===== src/rtl/dfa_bit_feeder.sv =====
`default_nettype none
// ============================================================================
//  Module      : dfa_bit_feeder
//  Description : Serialises WIDTH-bit words into a valid/ready bit stream for
//                a downstream DFA, with back-to-back reload on the last bit.
//  Revision    : 1.0 - initial release
// ============================================================================
module dfa_bit_feeder #(
    parameter int WIDTH     = 8,
    parameter bit MSB_FIRST = 1'b1
) (
    input  logic             clk,
    input  logic             rst,
    input  logic [WIDTH-1:0] in_data,
    input  logic             in_valid,
    output logic             in_ready,
    output logic             bit_out,
    output logic             bit_valid,
    input  logic             bit_ready,
    output logic             last,
    output logic             busy
);

    localparam int CW = $clog2(WIDTH);
    localparam logic [CW-1:0] c_last_idx = CW'(WIDTH - 1);
    localparam logic [CW-1:0] c_cnt_one  = CW'(1);

    typedef enum logic [0:0] {
        ST_IDLE  = 1'b0,
        ST_SHIFT = 1'b1
    } state_t;

    state_t           r_state;
    state_t           w_state_next;
    logic [WIDTH-1:0] r_shreg;
    logic [WIDTH-1:0] w_shreg_next;
    logic [WIDTH-1:0] w_shreg_shifted;
    logic [CW-1:0]    r_cnt;
    logic [CW-1:0]    w_cnt_next;
    logic             w_out_bit;
    logic             w_in_shift;
    logic             w_xfer;
    logic             w_consume;

    // The emitted bit always sits at the output end; shifting moves the next one there.
    generate
        if (MSB_FIRST) begin : g_msb_first
            assign w_out_bit       = r_shreg[WIDTH-1];
            assign w_shreg_shifted = {r_shreg[WIDTH-2:0], 1'b0};
        end else begin : g_lsb_first
            assign w_out_bit       = r_shreg[0];
            assign w_shreg_shifted = {1'b0, r_shreg[WIDTH-1:1]};
        end
    endgenerate

    assign w_in_shift = (r_state == ST_SHIFT);
    assign bit_valid  = w_in_shift;
    assign busy       = w_in_shift;
    assign bit_out    = w_in_shift & w_out_bit;
    assign last       = w_in_shift && (r_cnt == c_last_idx);
    // Accepting while the last bit drains gives gap-free word-to-word streaming.
    assign in_ready   = !rst && (!w_in_shift || (last && bit_ready));
    assign w_xfer     = in_valid && in_ready;
    assign w_consume  = w_in_shift && bit_ready;

    always_comb begin
        w_state_next = r_state;
        w_shreg_next = r_shreg;
        w_cnt_next   = r_cnt;
        if (w_xfer) begin
            w_state_next = ST_SHIFT;
            w_shreg_next = in_data;
            w_cnt_next   = '0;
        end else if (w_consume) begin
            if (last) begin
                w_state_next = ST_IDLE;
                w_shreg_next = '0;
                w_cnt_next   = '0;
            end else begin
                w_shreg_next = w_shreg_shifted;
                w_cnt_next   = r_cnt + c_cnt_one;
            end
        end
    end

    always_ff @(posedge clk) begin
        if (rst) begin
            r_state <= ST_IDLE;
            r_shreg <= '0;
            r_cnt   <= '0;
        end else begin
            r_state <= w_state_next;
            r_shreg <= w_shreg_next;
            r_cnt   <= w_cnt_next;
        end
    end

endmodule
`default_nettype wire


===== config.mk =====
export PLATFORM = sky130hd
export DESIGN_NAME = dfa_bit_feeder
export DESIGN_NICKNAME = d
export VERILOG_FILES = /design/src/rtl/dfa_bit_feeder.sv
export SDC_FILE = /design/constraint.sdc
export NUM_CORES = 1
export LEC_CHECK = 0
export BUFFER_PORTS_ARGS = -buffer_cell sky130_fd_sc_hd__buf_2
export CORE_MARGIN = 4
export CORE_UTILIZATION = 55
export DETAILED_ROUTE_END_ITERATION = 16
export PLACE_DENSITY = 0.81
export SLEW_MARGIN = 20
export SYNTH_ARGS = -nofsm -noshare
export SYNTH_HDL_FRONTEND = slang
export SYNTH_SLANG_ARGS = --single-unit

===== constraint.sdc =====
create_clock -name clk -period 3.25 [get_ports clk]
set_input_delay 0.65 -clock clk [delete_from_list [all_inputs] [get_ports clk]]
set_output_delay 0.65 -clock clk [all_outputs]
set_load 0.05 [all_outputs]

==> impl_results.md <==
- Synth warn: 0
- Clock Tree Buf Depth: 2
- Comb power frac: 21.0%
- Syn avg cell area: 8.45 sq um
- First-pass GRT wire length: 2620 um
- Drt total wl: 1600 um
- Dpl hpwl: 1140 um
- Required time of the worst setup path: 2600 ps
- Dpl cells: 111
- Core area: 1300 sq um
- Flop2flop setup slack: 1640 ps
- CP Max Fanout: 13
- Synth cell count leaders: dfxtp_1 (12), nor2_1 (10), a31oi_1 (7), nand2_1 (7), nand3_1 (7)
- Pwr dens: 409 nW/um^2
- Leak: 0.327 nW
- Beginning of the critical path: r_cnt[0]
- Max-slew headroom: 60.3%
- Routed len/inst: 14.1 um
- Synth area leaders: dfxtp_1 (32%), a311oi_1 (7.0%), o21bai_1 (6.0%)
- H-tree Lvls: 1
- Largest net degree at the start of global routing: 23
- Fill count: 116
- Finished Layout Cells: 114
- Area after DPL: 787 sq um
- Largest area contributor in the netlist: dfxtp_1
- Syn_nets: 103
- F_max: 0.403 GHz
- WP data arrival: 1830 ps
- Unique cell type count in the Yosys netlist: 32
- Post-layout util: 62.2%
- Switch Pwr: 0.000103 W
- Fin area: 810 sq um
- #FFs+latches synth: 12
- Global route overflow: 0
- Post-route ant nets: 0
- Total power: 0.000331 W
- Final Wtd Congestion: 0.791
- Switching share of power: 31.0%
- Min-Delay Path Class: flip-flop to flip-flop
- RSZ-0062 raised after global routing: no
- Post-CTS Setup Bufs: 0
- Crit path time final: 2480 ps
- VDD IR max: 0.209 mV
- Maxcap violations: 0
- Main synth FF type: dfxtp_1
- Pre-antenna DRT Iters: 4
- RR Startpoint: r_cnt[0]
- Seq pwr share: 50.9%
- CTS root buf: clkbuf_4
- Vias per inst: 6.16
- Hold Vio Cnt, Final: 0
- Syn Inst Count: 89
- Iter 0 DRT Violations: 30
- Clock tree skew after final layout: 1.97 ps
- Cell area after synthesis: 752 sq um
- Internal power: 0.000228 W
- Std-Cell Rows: 13
- Critical path class: flip-flop to output pin
- Initial Util: 57.8%
- CTS sink cnt: 12
- R2r endpoint: r_shreg[7]
- Clock-pin slew on the worst setup and hold paths: 80 ps
- Die Height: 45.0 um
- Crit end category: output pin
- Skew-Pair Late Insertion Delay: 270 ps
- I/O pin count: 17
- Vias in the first global route: 614
- Total Negative Setup Slacks: 0 ps
- Initial antenna violation count: 0
- Status: finished, final reports clean
- Remaining DRCs: 0
- Worst setup SP type: flip-flop
- Pins over their slew limit: 0
- Register area share after synthesis: 31.9%
- Hold path start: r_shreg[5]
- Worst setup path endpoint: last
- Worst Tran Pin Value: 595 ps
- CTS tree: yes
- Port Buffers: 16
- Layout cells sized above 1: 25.3%
- Die Area: 2020 sq um
- Top-area cell type share of the netlist area: 31.9%
- Antenna Cells: 0
- Aggregate global-route resource usage: 17.5%
- Number of synthesized flops with an enable pin: 0
- Reg2Reg Depth: 5
- Vias: 702
- Area Overhead vs Synth: 7.65%
- Final worst path period share: 76.4%
- Finish-stage setup viols: 0
- Final net count: 115
- Clock network fraction of design power: 28.2%
- CTS Buf Count: 3
- Post-cts resize count: 0
- Die width: 45.0 um
- Count leader, synth: dfxtp_1
- Hold-fix buffers at CTS: 0
- Ys async rst share: 0%
## flip-flops by register name, summed over array words and instances (netlist names)
name	flops
r_shreg	8
r_cnt	3
bit_valid	1
## placed cells by master, fill, tap and decap left out, drive strengths merged, types with 2 or more instances in the layout
cell type  Yosys  final
buf            8     16
a31oi          7      7
or3b           2      2
nand2          7      7
o21bai         6      6
dfxtp         12     12
a221oi         2      2
clkbuf         1      3
nor2b          2      2
a311oi         7      7
nand3          9      9
nor2          10     10
ha             2      2
## per-stage QoR
| stage | hold WS [ps] | worst slack (ps) |
|---|---|---|
| 3_3_place_gp | 469 | 1090 |
| 5_1_grt | 508 | 620 |
| 6_report | 479 | 767 |
| 3_5_place_dp | 476 | 1070 |
| 2_1_floorplan | 445 | 938 |
| 4_1_cts | 488 | 769 |
## power groups by stage
stage                     Sequential [W]   Clock, W  Combinational, W
after floorplan                 0.000169          0         0.0000572
after CTS                       0.000168  0.0000944         0.0000693
after global routing            0.000170  0.0000980         0.0000770
after detailed placement        0.000172          0         0.0000690
after global placement          0.000171          0         0.0000678
final                           0.000168  0.0000932         0.0000694
## cell families after synthesis
kind of cell | after synthesis | share of synthesized area [%]
multiplexers | 2 | 2.83
adder cells (fa/ha/maj) | 2 | 3.33
AND/OR/NAND/NOR | 37 | 26.5
buffers and inverters | 10 | 8.98
flip-flops | 12 | 31.9
AO/OA/AOI/OAI | 26 | 26.5
## final cells by class
cell class	count	area, sq um	area share (%)
multi-input combinational	67	444	54.9
sequential	12	240	29.7
timing repair buffer	16	80.1	9.89
clock buffer	3	22.5	2.78
tap	15	18.8	2.32
inverter	1	3.75	0.464
## worst max-delay path, cell delays in order, from the launching register on
cell and delay (ps):
dfxtp_1 360, ha_1 160, ha_1 400, nand2_1 280, inv_1 110, buf_2 260
## per-layer routing
layer  up-vias  share of wire (%)  GRT usage [%]
li1        355                  -              -
met5         -                  0              0
met4         0               0.81           7.02
met3         2                7.1           4.78
met1       325                 44           22.4
met2        20                 48           27.7
## how the worst min path moves through the flow
| stage | end | slack [ps] | depth (start not counted) |
|---|---|---|---|
| 5_1_grt | r_cnt[2] | 510 | 2 |
| 4_1_cts | r_shreg[6] | 490 | 2 |
| 3_3_place_gp | r_cnt[1] | 470 | 2 |
| 2_1_floorplan | r_cnt[2] | 440 | 2 |
| 3_5_place_dp | r_shreg[6] | 480 | 2 |
| 6_report | r_shreg[6] | 480 | 2 |
(Power assumes the default switching activity.)
